`config.mk`:
```
export PLATFORM = sky130hd
export DESIGN_NAME = if_id_skid
export DESIGN_NICKNAME = d
export VERILOG_FILES = /design/src/rtl/if_id_skid.sv
export SDC_FILE = /design/constraint.sdc
export NUM_CORES = 1
export LEC_CHECK = 0
export BUFFER_PORTS_ARGS = -buffer_cell sky130_fd_sc_hd__buf_2
export CAP_MARGIN = 20
export CORE_UTILIZATION = 35
export CTS_CLUSTER_DIAMETER = 200
export DETAILED_ROUTE_END_ITERATION = 10
export PLACE_DENSITY = 0.53
export SLEW_MARGIN = 20
export SYNTH_ARGS = -nofsm -noshare
export SYNTH_HDL_FRONTEND = slang
export SYNTH_SLANG_ARGS = --single-unit
```
`constraint.sdc`:
```
create_clock -name clk_i -period 2.6 [get_ports clk_i]
set_input_delay 0.52 -clock clk_i [delete_from_list [all_inputs] [get_ports clk_i]]
set_output_delay 0.52 -clock clk_i [all_outputs]
set_load 0.01 [all_outputs]
```
`src/rtl/if_id_skid.sv`:
```
// IF->ID pipeline register with a two-entry skid buffer and a registered in_ready_o.
// Flush empties the stage; a saturating counter tracks cycles where ID was starved.
module if_id_skid #(
    parameter int                    ADDR_WIDTH = 32,
    parameter int                    DATA_WIDTH = 32,
    parameter logic [DATA_WIDTH-1:0] NOP_INST   = DATA_WIDTH'(32'h00000013),
    parameter int                    CNT_WIDTH  = 16
) (
    input  logic                  clk_i,
    input  logic                  rst_ni,
    input  logic                  flush_i,
    input  logic                  in_valid_i,
    output logic                  in_ready_o,
    input  logic [ADDR_WIDTH-1:0] inst_addr_i,
    input  logic [DATA_WIDTH-1:0] inst_i,
    output logic                  out_valid_o,
    input  logic                  out_ready_i,
    output logic [ADDR_WIDTH-1:0] inst_addr_o,
    output logic [DATA_WIDTH-1:0] inst_o,
    input  logic                  cnt_clr_i,
    output logic [CNT_WIDTH-1:0]  bubble_cnt_o
);

    typedef enum logic [1:0] {
        EMPTY = 2'd0,
        ONE   = 2'd1,
        FULL  = 2'd2
    } state_e;

    state_e                state_q, state_d;
    logic [ADDR_WIDTH-1:0] main_addr_q, main_addr_d;
    logic [DATA_WIDTH-1:0] main_inst_q, main_inst_d;
    logic [ADDR_WIDTH-1:0] skid_addr_q, skid_addr_d;
    logic [DATA_WIDTH-1:0] skid_inst_q, skid_inst_d;
    logic                  in_ready_q, in_ready_d;
    logic [CNT_WIDTH-1:0]  cnt_q, cnt_d;

    logic in_fire;
    logic out_fire;

    assign out_valid_o  = (state_q != EMPTY);
    assign in_ready_o   = in_ready_q;
    assign inst_addr_o  = main_addr_q;
    assign inst_o       = main_inst_q;
    assign bubble_cnt_o = cnt_q;

    assign in_fire  = in_valid_i & in_ready_q;
    assign out_fire = out_valid_o & out_ready_i;

    // The main entry is rewritten to NOP/0 whenever the stage empties, so the
    // invalid-output values come straight from registers.
    always_comb begin
        state_d     = state_q;
        main_addr_d = main_addr_q;
        main_inst_d = main_inst_q;
        skid_addr_d = skid_addr_q;
        skid_inst_d = skid_inst_q;

        unique case (state_q)
            EMPTY: begin
                if (in_fire) begin
                    main_addr_d = inst_addr_i;
                    main_inst_d = inst_i;
                    state_d     = ONE;
                end
            end
            ONE: begin
                if (in_fire && out_fire) begin
                    main_addr_d = inst_addr_i;
                    main_inst_d = inst_i;
                end else if (in_fire) begin
                    skid_addr_d = inst_addr_i;
                    skid_inst_d = inst_i;
                    state_d     = FULL;
                end else if (out_fire) begin
                    main_addr_d = '0;
                    main_inst_d = NOP_INST;
                    state_d     = EMPTY;
                end
            end
            FULL: begin
                if (out_fire) begin
                    main_addr_d = skid_addr_q;
                    main_inst_d = skid_inst_q;
                    state_d     = ONE;
                end
            end
            default: begin
                main_addr_d = '0;
                main_inst_d = NOP_INST;
                state_d     = EMPTY;
            end
        endcase

        if (flush_i) begin
            main_addr_d = '0;
            main_inst_d = NOP_INST;
            state_d     = EMPTY;
        end
    end

    // Ready is derived from the next state so it leaves a flop with no path from out_ready_i.
    assign in_ready_d = (state_d != FULL);

    always_comb begin
        cnt_d = cnt_q;
        if (cnt_clr_i) begin
            cnt_d = '0;
        end else if (out_ready_i && !out_valid_o && !flush_i && (cnt_q != {CNT_WIDTH{1'b1}})) begin
            cnt_d = cnt_q + CNT_WIDTH'(1);
        end
    end

    always_ff @(posedge clk_i or negedge rst_ni) begin
        if (!rst_ni) begin
            state_q     <= EMPTY;
            main_addr_q <= '0;
            main_inst_q <= NOP_INST;
            skid_addr_q <= '0;
            skid_inst_q <= NOP_INST;
            in_ready_q  <= 1'b1;
            cnt_q       <= '0;
        end else begin
            state_q     <= state_d;
            main_addr_q <= main_addr_d;
            main_inst_q <= main_inst_d;
            skid_addr_q <= skid_addr_d;
            skid_inst_q <= skid_inst_d;
            in_ready_q  <= in_ready_d;
            cnt_q       <= cnt_d;
        end
    end

endmodule

```
Word level (Yosys, flattened, before mapping)
Cells that the tools add are included.
Storage, ports and cells
  register bits after elaboration: 147
  bits of input ports: 70
  output and inout port bits: 82
  word-level logic and storage cells: 53
Cells by class
  add/subtract/negate cells: 1
  eq/ne operators: 8
  multiplexer cells: 23
  bitwise gates (word level): 3
  reductions and logical operators: 11
Operators with widths (number)
  $mux W32: 12
  $pmux W32 S3: 2
  $mux W16: 2
  $add A16 B1 Y16 const B: 1
  $ne A16 B16 Y1 const B: 1
  $mux W2: 6
  $ne A4 B4 Y1 const B: 2
  $ne A3 B3 Y1 const B: 2
  $pmux W2 S3: 1
  $logic_and A1 B1 Y1: 4
  $reduce_and A4 Y1: 1
  $reduce_bool A2 Y1: 2
  $reduce_and A3 Y1: 1
  $and A1 B1 Y1: 2
  $eq A2 B1 Y1 const B: 1
  $eq A2 B2 Y1 const B: 1
  $logic_not A1 Y1: 2
  $logic_not A2 Y1: 1
  $ne A2 B2 Y1 const B: 1
  $not A1 Y1: 1

Depth between registers and ports, before layout
Gate-level depths: netlist (run 1).
  word-level depth: 8
  depth in mapped cells: 6
  depth with buffers taken out: 5

Worst setup path before layout (run 1)
No wires, ideal clock.
  path type: input to register
  start: input flush_i
  end: register cnt_q[13], in the netlist bubble_cnt_o[13]
  setup time: 0.078 ns
  arrival: 1.915 ns
  required time: 2.522 ns
  slack: 0.607 ns
  cell stages on the path: 5
  path buffers: 1
  cell sequence: clkbuf_1 > nor4b_4 > nand4_4 > or4_1 > a21oi_1
On the way
  word-level cells in the longest chain between the ends: 4
RTL lines
  from (decl): RTL line 11  | input logic flush_i,
  $logic_not A1 Y1: RTL line 109  | end else if (out_ready_i && !out_valid_o && !flush_i && (cnt_q != {CNT_WIDTH{1'b1}})) begin
  $logic_and A1 B1 Y1 (2 in series): RTL line 109
  $reduce_bool A2 Y1 (no line)
  to (signal assigned): RTL line 130  | cnt_q <= cnt_d;
  to (decl): RTL line 36  | logic [CNT_WIDTH-1:0] cnt_q, cnt_d;
Every way passes these cells.
A chain may end at the register's enable or synchronous reset.

Worst setup path after layout (run 1)
  start: register state_q[1]
  end: register cnt_q[11], in the netlist bubble_cnt_o[11]
On the way
  word-level cells in the longest chain between the ends: 6
RTL lines
  from (decl): RTL line 30  | state_e state_q, state_d;
  from (signal assigned): RTL line 124  | state_q <= state_d;
  $reduce_bool A2 Y1: RTL line 41  | assign out_valid_o = (state_q != EMPTY);
  $logic_not A1 Y1: RTL line 109
  $logic_and A1 B1 Y1 (3 in series): RTL line 109
  $reduce_bool A2 Y1 (no line)
Every way passes these cells.

==> flow_metrics.tcl, run 1 <==
set metrics [dict create \
    status "complete, no violations" \
    critPathArrivalTime_ns 2.49 \
    syn_area_per_cell_um2 13.0 \
    cts.sinks 147 \
    cp.required_ns 2.93 \
    final_common_cell "buf_2" \
    crit_chain "nor4b_4 > nand4_4 > or4_1 > a21oi_1" \
    cts_resized 0 \
    gr-total-overflow 0 \
    drive_gt1_share_pct 42.9 \
    hpwlAfterDp_um 10100 \
    p_leak_nw 3.68 \
    rsz0062_at_grt "false" \
    final_cell_mix "buf_2, dfrtp_1, mux2_2, a22oi_1, o2bb2ai_1" \
    cp-start-kind "flip-flop" \
    hold_viol_final 0 \
    coreArea_um2 17500 \
    ys_types 46 \
    synth_nets 557 \
    synthArstFlopShare_pct 100 \
    port_buffers 151 \
    first_iter_violations 281 \
    vias 4736 \
    worstSetupPathType "flip-flop to flip-flop" \
    nets 702 \
    power-per-cell-area_nw_per_um2 760 \
    end_kind "flip-flop" \
    setup_ws_ns 0.442 \
    cts_tree "done" \
    synth_edf_count 0 \
    synth_compound_area_share_pct 19.6 \
    synthSimpleGateAreaFrac_pct 6.81 \
    grt_pass1_vias 4724 \
    wl_um 15900 \
    fin_crit_ns 2.16 \
    synthAdderAreaFrac_pct 0.198 \
    slew_headroom_pct 44.8 \
    place.gp.congestion 0.839 \
    critPathSlowestCell "nor4b_4" \
    dieHeight_um 136 \
    setup_viol 0 \
    fmax_mhz 463 \
    mappedNetlistArea_um2 6320 \
    synth_area_leader_cell "dfrtp_1" \
    vdd_drop_max_uv 433 \
    worst_pin_slew_ns 0.828 \
    cts_buffer_depth 2 \
    path_clk_slew_ns 0.06 \
    antenna_found_initial 0 \
    crit_buf_inv 0 \
    ys_seq_elements 147 \
    synth_top_family_by_area "compound AO/OA/AOI/OAI gates" \
    hold_buffers 0 \
    drtPass1Iterations 4 \
    tns_ns 0 \
    syn_to_final_growth_pct 25.5 \
    yosysWarnings 0 \
    die_area_um2 18600 \
    grt_pass1_wl_um 25300 \
    avgViaCountPerCell 5.45 \
    synth_flop_cell "dfrtp_1" \
    htreeDepth 4 \
    grt_start_max_net_pins 148 \
    critPathMaxFanout 15 \
    clock-root-buffer "clkbuf_16" \
    critical_path.top_delay_family "simple AND/OR/NAND/NOR gates" \
    clk_latency_ns 0.41 \
    drv_slew 0 \
    muxShareOfSynthArea_pct 12.3 \
    power_mw 6.03 \
    synth_area_leaders "dfrtp_1, mux2_2, o2bb2ai_1" \
    fin_worst_skew_ns 0.00590 \
    cts_made_buffers 17 \
    grt_use_total_pct 17.8 \
    initial_core_util_pct 36.2 \
    post_cts_buffers 0 \
    num_antenna_cells 0 \
    yosysTopAreaCellShare_pct 55.4 \
    seq_area_frac_synth_pct 58.3 \
    drc 0 \
    fp.dieW_um 136 \
    synth_cells 486 \
    place_worst_setup_slack_ns 0.427 \
    critPathMaxStageDelay_ns 0.61 \
    maxCapViolCount 0 \
    hold_path.class "input pin to asynchronous set/reset pin" \
    synth_xor_area_share_pct 0 \
    wl_per_cell_um 18.2 \
    min_period_over_period_pct 83.0 \
    pin_count 152 \
    num_rows 48 \
    ant_nets 0 \
]
synth_stat cells, types with 4 or more instances:
master	instances
a22oi_1	61
buf_2	8
o21ai_0	5
or3_1	5
clkbuf_1	28
o2bb2ai_1	61
nand2_1	11
nor3_1	4
nor2_1	5
or4_1	6
mux2_1	4
dfrtp_1	140
dfstp_2	7
mux2_2	64
inv_1	5
o31ai_1	7
a21oi_1	17
nand3_1	6
where the power goes:
part	internal (mW)	switching, mW
clock network	1.35	0.923
logic	0.439	0.420
registers	2.69	0.204
total	4.48	1.55
registers in the layout, summed over array words and instances, names as in the netlist:
signal	flops
in_ready_o	1
inst_o	32
skid_addr_q	32
inst_addr_o	32
state_q	2
skid_inst_q	32
bubble_cnt_o	16
final timing paths:
kind                                 from                to  slack, ns  cells after the start
max                            state_q[1]  bubble_cnt_o[11]       0.44                      4
min                                rst_ni   bubble_cnt_o[5]       0.18                      2
max reg2reg                    state_q[1]  bubble_cnt_o[11]       0.44                      4
min reg2reg                inst_addr_o[0]    inst_addr_o[0]       0.48                      1
max in group asynchronous          rst_ni   inst_addr_o[18]       1.77                      2
min in group clk_i              inst_i[3]    skid_inst_q[3]       0.34                      2
cell families (layout without fill, tap and decap cells):
group | after synthesis | in the layout
AOI/OAI and AO/OA | 162 | 162
adders and majority gates | 1 | 1
buffers and inverters | 42 | 200
DFF | 147 | 147
muxes | 69 | 69
and+or+nand+nor | 65 | 65
worst reg2reg max path: cells and delay by family, from the launching register on:
kind               cells  cell delay [ns]
and+or+nand+nor        3             1.34
DFF                    1             0.58
AOI/OAI and AO/OA      1             0.17
final cells by class:
class	instances	area, um^2
flip-flops and latches	147	3690
multi-input cells	297	2490
inverters	5	18.8
fillers	1610	9550
clock buffers	21	460
well taps	225	282
repair buffers	163	902
clock inverters	11	86.3
through the flow:
step	util, %	instances	hold WS [ns]	instance area (um^2)
after floorplan	-	486	0.224	6320
after global placement	42.2	837	0.468	7380
after detailed placement	42.2	837	0.468	7380
after CTS	45.4	869	0.265	7930
after global routing	45.4	869	0.264	7930
final	45.4	869	0.178	7930
routing by layer:
metal / track usage, % / wire (um)
met1: 24.1 / 7320
met2: 27.6 / 7610
met3: 4.44 / 707
met4: 6.11 / 215
met5: 0 / 0
Power figures use the tool's default switching activity.
==> run 2: changes to the inputs <==
==> constraint.sdc (replaced) <==
create_clock -name clk_i -period 2.06 [get_ports clk_i]
set_input_delay 0.412 -clock clk_i [delete_from_list [all_inputs] [get_ports clk_i]]
set_output_delay 0.412 -clock clk_i [all_outputs]
set_load 0.01 [all_outputs]
==> run 2 against run 1 <==
Compared with the run above: clock power increased by 57%; largest cell class unchanged; total power increased by 39%; global-route usage increased by 0.56 points; via count increased by 0.15%.
==> flow_metrics.tcl, run 2 (synthesis gave the netlist of run 1 again) <==
set metrics [dict create \
    status "complete, no violations" \
    clk_latency_ns 0.42 \
    cp.required_ns 1.65 \
    cts_buffer_depth 2 \
    end_kind "primary output" \
    gr-total-overflow 0 \
    switching_share_pct 24.4 \
    power_frac_comb_pct 13.5 \
    hpwlAfterDp_um 10500 \
    num_rows 48 \
    final_core_util_pct 47.0 \
    grt_use_total_pct 18.4 \
    fin_crit_ns 1.91 \
    final_common_cell "buf_2" \
    wl_per_cell_um 18.4 \
    syn_to_final_growth_pct 29.9 \
    vdd_drop_max_uv 593 \
    postLayoutCellArea_um2 8210 \
    final_cell_mix "buf_2, dfrtp_1, mux2_2, a22oi_1, o2bb2ai_1" \
    drtPass1Iterations 5 \
    dieHeight_um 136 \
    fp.dieW_um 136 \
    fin_worst_skew_ns 0.0103 \
    worst_pin_slew_ns 0.445 \
    grt_pass1_wl_um 26200 \
    cp-start-kind "flip-flop" \
    rsz0062_at_grt "false" \
    drive_gt1_share_pct 43.7 \
    cts_tree "done" \
    coreArea_um2 17500 \
    vias 4743 \
    p_sw_mw 2.04 \
    port_buffers 151 \
    cts.sinks 147 \
    drv_slew 0 \
    worstSetupPathType "flip-flop to primary output" \
    cts_made_buffers 17 \
    wl_um 16200 \
    grt_pass1_vias 4944 \
    htreeDepth 4 \
    die_area_um2 18600 \
    place.gp.congestion 0.806 \
    pin_count 152 \
    power-per-cell-area_nw_per_um2 1020 \
    nets 712 \
    setup_ws_ns 0.150 \
    drc 0 \
    fmax_mhz 524 \
    grt_start_max_net_pins 58 \
    maxCapViolCount 0 \
    avgViaCountPerCell 5.39 \
    hold_path.class "input pin to flip-flop" \
    clock-root-buffer "clkbuf_16" \
    p_int_mw 6.32 \
    initial_core_util_pct 36.2 \
    hold_viol_final 0 \
    cts_resized 0 \
    min_period_over_period_pct 92.7 \
    path_clk_slew_ns 0.06 \
    critPathMaxFanout 9 \
    clock_power_share_pct 42.9 \
    critPathArrivalTime_ns 1.50 \
    place_area_um2 7510 \
    seqPwrFrac_pct 43.7 \
    first_iter_violations 286 \
    tns_ns 0 \
    setup_viol 0 \
    place_worst_setup_slack_ns 0.150 \
    antenna_found_initial 1 \
    p_leak_nw 3.82 \
    ant_nets 0 \
    slew_headroom_pct 70.2 \
]
[run 2: cell count changes in the layout (fill, tap and decap cells not counted)]
| cell | previous run | this run |
|---|---|---|
| dlygate4sd3_1 | 0 | 1 |
| clkbuf_1 | 2 | 1 |
| clkinv_2 | 8 | 2 |
| inv_6 | 0 | 2 |
| clkinv_4 | 1 | 2 |
| clkinvlp_4 | 1 | 0 |
| diode_2 | 0 | 1 |
| bufinv_16 | 1 | 6 |
| buf_12 | 4 | 9 |
| buf_4 | 8 | 12 |
[run 2: final cells by class]
type | instances | area [um^2]
repair buffers | 173 | 1040
fillers | 1612 | 9270
clock inverters | 12 | 225
multi-input cells | 297 | 2490
flip-flops and latches | 147 | 3690
clock buffers | 20 | 457
inverters | 5 | 18.8
diodes | 1 | 2.50
well taps | 225 | 282
[run 2: what timing repair did]
action	4_1_cts	5_1_grt
endpoints found under the setup margin	0	0
buffers inserted	0	0
hold buffers	1	0
hold endpoints to repair	21	0
[run 2: per-stage QoR]
step / power [mW] / hold WS [ns] / instances
after floorplan: 4.32 / 0.116 / 486
after global placement: 4.78 / 0.312 / 846
after detailed placement: 4.84 / 0.316 / 846
after CTS: 8.47 / 0.217 / 879
after global routing: 8.75 / 0.227 / 879
final: 8.35 / 0.235 / 880
[run 2: worst paths after layout]
kind                                 start               to  slack [ns]  cells after the start
worst max register to register  in_ready_o  skid_addr_q[16]        0.16                      5
worst min-delay path             inst_i[2]   skid_inst_q[2]        0.23                      2
worst max-delay path            state_q[0]      out_valid_o        0.15                      3
worst min register to register  inst_o[29]       inst_o[29]        0.48                      1
min in group asynchronous           rst_ni  bubble_cnt_o[3]        0.43                      2
max in group asynchronous           rst_ni   skid_inst_q[4]        0.94                      3
[run 2: layer usage]
metal	global-route usage, %	part of all wire, %
met5	0	0
met4	7.47	1.7
met3	3.91	4.3
met2	28.9	48
met1	24.5	46
[run 2: power groups by stage]
stage                     combinational, mW  sequential (mW)  clock (mW)
after floorplan                       0.645             3.67           0
after global placement                 1.11             3.67           0
after detailed placement               1.15             3.69           0
final                                  1.13             3.65        3.58
after global routing                   1.25             3.71        3.79
after CTS                              1.15             3.65        3.67
[run 2: worst max-delay path, cell delays in order (launching register included)]
cell	delay (ns)
dfrtp_1	0.42
buf_4	0.19
or2_2	0.32
buf_2	0.15
